===== src/rtl/hub75_pkg.sv =====
// Shared types and helpers for the HUB75 BCM scan controller.
package hub75_pkg;

  typedef enum logic [2:0] {
    StIdle,
    StPrime,
    StShift,
    StLatch,
    StDisplay
  } state_e;

  // Channel positions inside one rd_data word, R1 in the most significant slot.
  localparam int unsigned ChR1 = 5;
  localparam int unsigned ChG1 = 4;
  localparam int unsigned ChB1 = 3;
  localparam int unsigned ChR2 = 2;
  localparam int unsigned ChG2 = 1;
  localparam int unsigned ChB2 = 0;
  localparam int unsigned NumChannels = 6;

  function automatic int unsigned clog2(input int unsigned value);
    int unsigned res;
    res = 0;
    for (int unsigned i = 0; i < 32; i++) begin
      if ((64'd1 << i) < 64'(value)) res = i + 1;
    end
    return res;
  endfunction

endpackage


===== src/rtl/hub75_bcm_timer.sv =====
// Binary-weighted on-time counter: loads ON_BASE<<plane and holds OE_N low that many cycles.
module hub75_bcm_timer
  import hub75_pkg::*;
#(
  parameter int unsigned BIT_DEPTH = 4,
  parameter int unsigned ON_BASE   = 8,
  parameter int unsigned PlaneW    = 2
) (
  input  logic              clk_in,
  input  logic              rst_n,
  input  logic              load_i,
  input  logic [PlaneW-1:0] plane_i,
  output logic              expire_o,
  output logic              oe_n_o
);

  localparam int unsigned CntW = clog2((ON_BASE << (BIT_DEPTH - 1)) + 1);

  logic [CntW-1:0] cnt_q, cnt_d;
  logic            oe_n_q, oe_n_d;

  always_comb begin
    cnt_d  = cnt_q;
    oe_n_d = oe_n_q;
    if (load_i) begin
      cnt_d  = CntW'(ON_BASE) << plane_i;
      oe_n_d = 1'b0;
    end else if (cnt_q != '0) begin
      cnt_d  = cnt_q - CntW'(1);
      // Blank on the same edge the FSM leaves DISPLAY.
      oe_n_d = (cnt_q == CntW'(1));
    end
  end

  always_ff @(posedge clk_in or negedge rst_n) begin
    if (!rst_n) begin
      cnt_q  <= '0;
      oe_n_q <= 1'b1;
    end else begin
      cnt_q  <= cnt_d;
      oe_n_q <= oe_n_d;
    end
  end

  assign expire_o = (cnt_q == CntW'(1));
  assign oe_n_o   = oe_n_q;

endmodule


===== src/rtl/hub75_bcm_scanner.sv =====
// HUB75 scan controller: streams one bit-plane per row pair from the frame buffer, latches it,
// and lights it for a significance-weighted time.
module hub75_bcm_scanner
  import hub75_pkg::*;
#(
  parameter int unsigned SCREEN_WIDTH = 32,
  parameter int unsigned SCREEN_DEPTH = 16,
  parameter int unsigned BIT_DEPTH    = 4,
  parameter int unsigned ON_BASE      = 8
) (
  input  logic                              clk_in,
  input  logic                              rst_n,
  input  logic                              enable,
  output logic                              rd_en,
  output logic [clog2(SCREEN_DEPTH)-1:0]    rd_row,
  output logic [clog2(SCREEN_WIDTH)-1:0]    rd_col,
  input  logic [NumChannels*BIT_DEPTH-1:0]  rd_data,
  output logic                              R1_data,
  output logic                              G1_data,
  output logic                              B1_data,
  output logic                              R2_data,
  output logic                              G2_data,
  output logic                              B2_data,
  output logic                              A,
  output logic                              B,
  output logic                              C,
  output logic                              D,
  output logic                              E,
  output logic                              clk_out,
  output logic                              LAT,
  output logic                              OE_N,
  output logic                              frame_done
);

  localparam int unsigned RowW   = clog2(SCREEN_DEPTH);
  localparam int unsigned ColW   = clog2(SCREEN_WIDTH);
  localparam int unsigned PlaneW = (BIT_DEPTH > 1) ? clog2(BIT_DEPTH) : 1;
  localparam logic [ColW-1:0]   LastCol   = ColW'(SCREEN_WIDTH - 1);
  localparam logic [RowW-1:0]   LastRow   = RowW'(SCREEN_DEPTH - 1);
  localparam logic [PlaneW-1:0] LastPlane = PlaneW'(BIT_DEPTH - 1);

  state_e                 state_q, state_d;
  logic [ColW-1:0]        col_q, col_d;
  logic                   phase_q, phase_d;
  logic [RowW-1:0]        row_q, row_d;
  logic [PlaneW-1:0]      plane_q, plane_d;
  logic                   timer_load, timer_expire;

  logic                   rd_en_q, rd_en_d;
  logic [ColW-1:0]        rd_col_q, rd_col_d;
  logic [NumChannels-1:0] pix_q, pix_d;
  logic [NumChannels-1:0] plane_bit;
  logic [4:0]             addr_q, addr_d;
  logic                   clk_out_q, clk_out_d;
  logic                   lat_q, lat_d;
  logic                   frame_done_q, frame_done_d;

  logic [BIT_DEPTH-1:0]   chan [NumChannels];

  for (genvar g = 0; g < NumChannels; g++) begin : g_chan
    assign chan[g]      = rd_data[g*BIT_DEPTH +: BIT_DEPTH];
    assign plane_bit[g] = chan[g][plane_q];
  end

  always_comb begin
    state_d      = state_q;
    col_d        = col_q;
    phase_d      = phase_q;
    row_d        = row_q;
    plane_d      = plane_q;
    frame_done_d = 1'b0;
    timer_load   = 1'b0;
    unique case (state_q)
      StIdle: begin
        if (enable) begin
          state_d = StPrime;
          row_d   = '0;
          plane_d = '0;
        end
      end
      StPrime: begin
        state_d = StShift;
        col_d   = '0;
        phase_d = 1'b0;
      end
      StShift: begin
        if (!phase_q) begin
          phase_d = 1'b1;
        end else if (col_q == LastCol) begin
          state_d = StLatch;
        end else begin
          col_d   = col_q + 1'b1;
          phase_d = 1'b0;
        end
      end
      StLatch: begin
        state_d    = StDisplay;
        timer_load = 1'b1;
      end
      StDisplay: begin
        if (timer_expire) begin
          state_d = StPrime;
          if (plane_q != LastPlane) begin
            plane_d = plane_q + 1'b1;
          end else begin
            plane_d = '0;
            if (row_q != LastRow) begin
              row_d = row_q + 1'b1;
            end else begin
              row_d        = '0;
              frame_done_d = 1'b1;
              if (!enable) state_d = StIdle;
            end
          end
        end
      end
      default: state_d = StIdle;
    endcase
  end

  // Pin values are derived from the next state so every output comes straight from a flop.
  always_comb begin
    rd_en_d   = 1'b0;
    rd_col_d  = rd_col_q;
    pix_d     = pix_q;
    addr_d    = addr_q;
    clk_out_d = (state_d == StShift) && phase_d;
    lat_d     = (state_d == StLatch);
    if (state_d == StPrime) begin
      rd_en_d  = 1'b1;
      rd_col_d = '0;
    end else if (clk_out_d && (col_d != LastCol)) begin
      rd_en_d  = 1'b1;
      rd_col_d = col_d + 1'b1;
    end
    if ((state_q == StShift) && !phase_q) pix_d = plane_bit;
    if (lat_d && (plane_d == '0)) addr_d = 5'(row_d);
  end

  always_ff @(posedge clk_in or negedge rst_n) begin
    if (!rst_n) begin
      state_q      <= StIdle;
      col_q        <= '0;
      phase_q      <= 1'b0;
      row_q        <= '0;
      plane_q      <= '0;
      rd_en_q      <= 1'b0;
      rd_col_q     <= '0;
      pix_q        <= '0;
      addr_q       <= '0;
      clk_out_q    <= 1'b0;
      lat_q        <= 1'b0;
      frame_done_q <= 1'b0;
    end else begin
      state_q      <= state_d;
      col_q        <= col_d;
      phase_q      <= phase_d;
      row_q        <= row_d;
      plane_q      <= plane_d;
      rd_en_q      <= rd_en_d;
      rd_col_q     <= rd_col_d;
      pix_q        <= pix_d;
      addr_q       <= addr_d;
      clk_out_q    <= clk_out_d;
      lat_q        <= lat_d;
      frame_done_q <= frame_done_d;
    end
  end

  hub75_bcm_timer #(
    .BIT_DEPTH (BIT_DEPTH),
    .ON_BASE   (ON_BASE),
    .PlaneW    (PlaneW)
  ) u_timer (
    .clk_in   (clk_in),
    .rst_n    (rst_n),
    .load_i   (timer_load),
    .plane_i  (plane_q),
    .expire_o (timer_expire),
    .oe_n_o   (OE_N)
  );

  assign rd_en           = rd_en_q;
  assign rd_row          = row_q;
  assign rd_col          = rd_col_q;
  assign R1_data         = pix_q[ChR1];
  assign G1_data         = pix_q[ChG1];
  assign B1_data         = pix_q[ChB1];
  assign R2_data         = pix_q[ChR2];
  assign G2_data         = pix_q[ChG2];
  assign B2_data         = pix_q[ChB2];
  assign {E, D, C, B, A} = addr_q;
  assign clk_out         = clk_out_q;
  assign LAT             = lat_q;
  assign frame_done      = frame_done_q;

endmodule


===== config.mk =====
export PLATFORM = sky130hd
export DESIGN_NAME = hub75_bcm_scanner
export DESIGN_NICKNAME = d
export VERILOG_FILES = /design/src/rtl/hub75_pkg.sv /design/src/rtl/hub75_bcm_timer.sv /design/src/rtl/hub75_bcm_scanner.sv
export SDC_FILE = /design/constraint.sdc
export NUM_CORES = 1
export LEC_CHECK = 0
export CAP_MARGIN = 20
export CORE_ASPECT_RATIO = 0.7
export CORE_MARGIN = 3
export CORE_UTILIZATION = 36
export CTS_BUF_LIST = sky130_fd_sc_hd__clkbuf_2 sky130_fd_sc_hd__clkbuf_4 sky130_fd_sc_hd__clkbuf_8
export CTS_CLUSTER_SIZE = 16
export DETAILED_ROUTE_END_ITERATION = 10
export PLACE_DENSITY_LB_ADDON = 0.08
export SYNTH_ARGS = -nofsm -noshare
export SYNTH_HDL_FRONTEND = slang
export SYNTH_SLANG_ARGS = --single-unit

===== constraint.sdc =====
create_clock -name clk_in -period 2.95 [get_ports clk_in]
set_input_delay 0.295 -clock clk_in [delete_from_list [all_inputs] [get_ports clk_in]]
set_output_delay 0.295 -clock clk_in [all_outputs]
set_load 0.02 [all_outputs]

==> results of run 1 <==
-- critical path, delay by kind of cell, from the launching register on --
| family | cells | cell delay [ns] |
|---|---|---|
| compound gates | 2 | 0.64 |
| simple gates | 5 | 0.66 |
| fa+ha+maj | 3 | 0.67 |
| flops | 1 | 0.43 |
| buf+inv | 1 | 0.18 |
-- power by group --
| group | internal (W) | switching, W |
|---|---|---|
| registers | 0.000748 | 0.000199 |
| logic | 0.000534 | 0.000607 |
| clock network | 0.000249 | 0.000208 |
| total | 0.00153 | 0.00101 |
-- cell families (layout without fill, tap and decap cells) --
logic type	Yosys count	count (layout)	share of synthesized area, %
other	1	1	0.154
DFF	42	42	43.4
xor gates and xnor gates	6	6	2.16
and+or+nand+nor	83	83	21.1
adders and majority gates	11	11	5.67
muxes	18	18	11.8
buffers and inverters	15	71	3.66
AOI/OAI and AO/OA	40	40	12.1
-- cell usage after synthesis, types with 3 or more instances --
cell / count / area, um^2
dfrtp_1: 41 / 1030
mux2_4: 4 / 60.1
xor2_1: 4 / 35.0
inv_1: 7 / 26.3
nor3_1: 5 / 25.0
nand2b_1: 5 / 31.3
nand3b_1: 4 / 30.0
mux4_2: 6 / 135
mux2_2: 6 / 67.6
a211oi_1: 3 / 22.5
nor4_1: 4 / 25.0
nand2_1: 21 / 78.8
a21oi_1: 9 / 45.0
ha_1: 11 / 138
nor2_1: 8 / 30.0
o21ai_0: 9 / 45.0
buf_2: 3 / 15.0
nand3_1: 8 / 40.0
-- state kept, by name (all words and copies together), names as in the netlist --
register        count
u_timer.oe_n_o      1
LAT                 1
phase_q             1
clk_out             1
frame_done          1
state_q             3
pix_q               6
addr_q              4
rd_col              5
rd_en               1
rd_row              4
u_timer.cnt_q       7
plane_q             2
col_q               5
-- through the flow --
stage / instances / instance area [um^2] / util [%]
after floorplan: 216 / 2430 / -
after global placement: 355 / 3020 / 47.4
after detailed placement: 355 / 3020 / 47.4
after CTS: 363 / 3130 / 49.1
after global routing: 363 / 3130 / 49.1
final: 363 / 3130 / 49.1
-- worst paths after layout --
kind,from,endpoint,slack (ns),cells past startpoint
worst max-delay path,col_q[0]$_DFF_PN0_,rd_col[2]$_DFFE_PN0P_,0.28,11
worst min-delay path,rst_n,pix_q[4]$_DFFE_PN0P_,0.14,1
worst max register to register,col_q[0]$_DFF_PN0_,rd_col[2]$_DFFE_PN0P_,0.28,11
worst min register to register,pix_q[2]$_DFFE_PN0P_,pix_q[2]$_DFFE_PN0P_,0.51,1
max in group asynchronous,rst_n,u_timer.cnt_q[6]$_DFFE_PN0P_,2.21,1
min in group clk_in,pix_q[2]$_DFFE_PN0P_,pix_q[2]$_DFFE_PN0P_,0.51,1
-- layout by cell type, fill, tap and decap left out, drive strengths merged, types with 7 or more instances in the layout --
| cell | Yosys | routed |
|---|---|---|
| buf | 6 | 7 |
| inv | 7 | 7 |
| a21oi | 9 | 9 |
| ha | 11 | 11 |
| clkdlybuf4s50 | 0 | 49 |
| nor2 | 10 | 10 |
| mux2 | 10 | 10 |
| nand2 | 22 | 22 |
| o21ai | 10 | 10 |
| nand3 | 8 | 8 |
| dfrtp | 41 | 41 |
-- area by class of cell --
type	count	share of cell area [%]
multi-input combinational	159	41.1
tap	91	3.64
timing repair buffer	56	17.3
sequential	42	33.6
inverter	7	0.840
clock buffer	5	2.20
clock inverter	3	1.28
-- metal layers --
layer / vias up / global-route usage [%]
li1: 905 / -
met5: - / 0
met1: 881 / 23.3
met2: 58 / 19.6
met3: 4 / 4.37
met4: 0 / 3.54
==> results by group, run 1 <==
Status
  • Status: finished, final reports clean

Timing
  • Worst-Margin Slew: between 0.9 and 1 ns
  • RSZ-0062 raised after global routing: false
  • Period utilisation layout: roughly 90%
  • Setup Viol. Count Final: 0
  • Layout Skew: 0.00399 ns
  • Clock period minus worst slack: 2.67 ns
  • Slew Viols, Final: 0
  • Worst setup margin: around 0.28 ns
  • Setup tns final: 0 ns
  • Worst hold margin: around 0.14 ns
  • FMAX: about 0.37 GHz
  • Slew margin rel.: between 30 and 40%
  • Fin. Hold Viols: 0

Placed design
  • Pre-CTS WS: roughly 0.24 ns
  • Dpl hpwl: 4100 um
  • RePlAce Congestion: about 0.88
  • IO buf count: 50

Worst setup path
  • Required @ worst endpoint: about 3.2 ns
  • Critical Path Slowest Stage Cell: a311o_1
  • Critical Path Start Type: register
  • Critical Path End Type: register
  • Critical path class: register to register
  • CP peak stage delay: around 0.45 ns
  • Worst-path fanout max: 5
  • WP data arrival: 2.88 ns
  • Crit-path cells: ha_1, nand4_1, nand2_1, a311o_1, ha_1, and3_1, ha_1, nor4_1, buf_4, nor2_1, a211oi_1
  • Crit-path most repeated cell: ha_1

Detailed routing
  • Antenna viol nets, final: 0
  • Vias: 1,848
  • Routed length per instance: between 15 and 20 um
  • DR WL met3: between 300 and 400 um
  • Pre-antenna DRT Iters: 4
  • Routed Wire Length: roughly 5600 um
  • Met1 wire length: approximately 3200 um
  • Initial DRC Count: between 70 and 80
  • Vias/cell: 5.09
  • Top sig layer: met4
  • Met2 WL post-DR: between 1500 and 2000 um
  • DRC errors left: 0

Clock tree
  • Clock Latency Late Sink: 0.29 ns
  • Clk buf depth: 2
  • Post-CTS Resized: 0
  • Clock sinks: 42
  • H-tree depth: 2
  • CTS Root Cell: clkbuf_8
  • Clock slew at reported path FFs: 0.09 ns
  • CTS tree: done
  • Post-CTS Setup Inserts: 0
  • Total CTS buffers: 5
  • CTS Hold Buffers Added: 0

Finish
  • Antenna diode count: 0
  • FF+latch area: approximately 0.0011 mm^2
  • Fill count: about 600
  • Multi-input logic area: approximately 0.0013 mm^2
  • Layout cells sized above 1: ~18%
  • Final-stage net count: 309
  • P&R area growth vs syn: 28.9%

Synthesis
  • Synth warn: 0
  • Mapped Area: approximately 0.0024 mm^2
  • Synthesized Nets: ~250
  • Seq cells post-synth: between 40 and 50
  • Yosys cell types: 64
  • Post-synth ARST share: 100%
  • Primary FF master, synth: dfrtp_1
  • Register area share after synthesis: 43.4%
  • Syn_area_per_cell: 11.2 um^2
  • Post-synth EDFFs: 0
  • Synth Instances: about 220

GRT
  • Number of global-route vias before repair: around 1,800
  • First-pass GRT wire length: 9180 um
  • GR Overflow Total: 0
  • Initial antenna violation count: 0
  • Pin count of the biggest net entering global routing: 43
  • GR Util All Layers: between 10% and 20%

Power and ir drop
  • VDD IR max: approximately 0.43 mV
  • Static Leak: between 1 and 1.5 nW
  • Power Total: 0.00255 W
  • Pwr dens: slightly above 800 mW/mm^2

Floorplanning
  • Chip Width: 104 um
  • Num ports: 52
  • Initial Util: 38.1%
  • Core Area: 0.00637 mm^2
  • Die Y: around 75 um
  • Cell Rows: 24
  • Die area: about 0.008 mm^2

Flow run
  • Total of max-cap violations: 0

Min path
  • Hold/Removal Path Class: input port to async pin
Power figures use the tool's default switching activity.
==> run 2, diff against run 1 <==
--- a/config.mk
+++ b/config.mk
@@ -7,7 +7,7 @@
 export LEC_CHECK = 0
 export CAP_MARGIN = 20
 export CORE_ASPECT_RATIO = 0.7
-export CORE_MARGIN = 3
+export CORE_MARGIN = 5
 export CORE_UTILIZATION = 36
 export CTS_BUF_LIST = sky130_fd_sc_hd__clkbuf_2 sky130_fd_sc_hd__clkbuf_4 sky130_fd_sc_hd__clkbuf_8
 export CTS_CLUSTER_SIZE = 16
==> results by group, run 2 (same netlist as run 1, synthesis figures left out) <==
Timing
  • RSZ-0062 raised after global routing: false
  • Slew margin rel.: about two thirds
  • FMAX: 0.372 GHz
  • Layout Skew: between 0.009 and 0.01 ns
  • Setup Viol. Count Final: 0
  • Fin. Hold Viols: 0
  • Worst-Margin Slew: ~0.53 ns
  • Clock period minus worst slack: roughly 2.7 ns
  • Setup tns final: 0 ns
  • Slew Viols, Final: 0
  • Period utilisation layout: roughly nine tenths

Worst setup path
  • Crit-path cells: ha_1, nand4_1, nand2_1, a311o_1, ha_1, and3_1, ha_1, nor4_1, buf_4, nor2_1, a211oi_1
  • Crit-path most repeated cell: ha_1
  • Critical Path Start Type: register
  • CP peak stage delay: between 0.4 and 0.5 ns
  • Reg2Reg Launch Point: col_q[0]$_DFF_PN0_
  • Cell class contributing the biggest share of worst-path delay: simple AND/OR/NAND/NOR gates
  • WP data arrival: roughly 2.9 ns
  • Cell count along the critical path: 11
  • Required @ worst endpoint: 3.16 ns
  • R2R depth: 11
  • Sum of buffers and inverters on the critical path: 1
  • Critical Path Slowest Stage Cell: a311o_1
  • Crit. Startpoint: col_q[0]$_DFF_PN0_
  • Setup slack, reg-to-reg: around 0.26 ns
  • Worst Setup EP: rd_col[2]$_DFFE_PN0P_
  • Critical path class: register to register
  • FF-to-FF End: rd_col[2]$_DFFE_PN0P_
  • Worst-path fanout max: 5
  • Critical Path End Type: register

Floorplanning
  • Num ports: 52
  • Core Area: around 0.0067 mm^2
  • Chip Width: about 110 um
  • Cell Rows: 25
  • Die area: about 0.0085 mm^2
  • Die Y: approximately 80 um
  • Initial Util: between 30% and 40%

Placed design
  • Dpl hpwl: between 4000 and 5000 um
  • RePlAce Congestion: approximately 0.91
  • IO buf count: 50

Status
  • Status: finished, final reports clean

Clock tree
  • Clock Latency Late Sink: approximately 0.3 ns
  • Clk buf depth: 2
  • CTS tree: done
  • H-tree depth: 2
  • Clock sinks: 42
  • Post-CTS Resized: 0
  • Total CTS buffers: 5
  • CTS Root Cell: clkbuf_8
  • Clock slew at reported path FFs: ~0.09 ns

Finish
  • Commonest cells after routing, fill and taps aside: clkdlybuf4s50_1, dfrtp_1, nand2_1, ha_1
  • P&R area growth vs syn: 32.3%
  • Layout Utilization: between 40% and 50%
  • Max reg flops: 7
  • Antenna diode count: 0
  • Commonest non-fill, non-tap cell in the layout: clkdlybuf4s50_1
  • Biggest regs: u_timer.cnt_q x7, pix_q x6
  • Layout cells sized above 1: a little under a fifth
  • Final-stage net count: about 310
  • Top reg by flops: u_timer.cnt_q

Detailed routing
  • Antenna viol nets, final: 0
  • Routed Wire Length: ~5800 um
  • Initial DRC Count: 85
  • Routed length per instance: 15.8 um
  • DRC errors left: 0
  • Vias: 1,852
  • Pre-antenna DRT Iters: 4
  • Vias/cell: around 5

Power and ir drop
  • Pwr dens: 832 mW/mm^2
  • Static Leak: about 1.3 nW
  • VDD IR max: 0.322 mV

GRT
  • Initial antenna violation count: 0
  • GR Util All Layers: 14.3%
  • First-pass GRT wire length: 9470 um
  • Number of global-route vias before repair: 1,813
  • Pin count of the biggest net entering global routing: 43
  • GR Overflow Total: 0

Min path
  • Hold/Removal Path Class: input port to async pin

Flow run
  • Total of max-cap violations: 0
run 2: cell count changes in the layout (fill, tap and decap cells not counted):
cell / change
buf_16: +1
buf_4: +1
bufinv_16: +1
clkbuf_8: +1
clkinv_2: -2
dlygate4sd3_1: +1
run 2: layout make-up:
class	count	area (um^2)
sequential	42	1050
clock inverter	2	60.1
tap	94	118
clock buffer	6	82.6
inverter	7	26.3
multi-input combinational	159	1290
timing repair buffer	59	586
fill	634	3450
run 2: metrics by stage:
stage	worst slack [ns]	hold slack (ns)	total power (W)	instance area [um^2]	std cells
finish	0.259	0.502	0.00267	3210	369
detailed placement	0.292	0.493	0.00211	3030	359
floorplan	0.343	-0.000591	0.00170	2430	216
global route	0.0569	0.527	0.00287	3210	369
CTS	0.287	0.189	0.00270	3170	367
global placement	0.351	0.490	0.00212	3030	359
run 2: report_power, final:
group | leakage (nW) | internal, W | switching, W
clock | 0.0714 | 0.000361 | 0.000205
sequential | 0.536 | 0.000748 | 0.000199
combinational | 0.728 | 0.000547 | 0.000611
run 2: worst min-delay path by stage:
stage / to / startpoint
after floorplan: LAT$_DFF_PN0_ / rst_n
after global placement: pix_q[0]$_DFFE_PN0P_ / pix_q[0]$_DFFE_PN0P_
after detailed placement: addr_q[1]$_DFFE_PN0P_ / addr_q[1]$_DFFE_PN0P_
after CTS: col_q[1]$_DFF_PN0_ / rst_n
after global routing: pix_q[5]$_DFFE_PN0P_ / pix_q[5]$_DFFE_PN0P_
final: u_timer.cnt_q[1]$_DFFE_PN0P_ / rst_n
run 2: metal layers:
metal / routed length [um] / up-vias / global-route usage (%) / part of all wire, %
li1: - / 916 / - / -
met1: 3240 / 870 / 23.1 / 55
met2: 2050 / 61 / 17.4 / 35
met3: 485 / 5 / 4.14 / 8.3
met4: 62 / 0 / 4.54 / 1.1
met5: 0 / - / 0 / 0
run 2: timing repair:
action / in CTS / in global routing
hold endpoints to repair: 0 / 18
hold buffers: 0 / 1
buffers inserted: 0 / 0
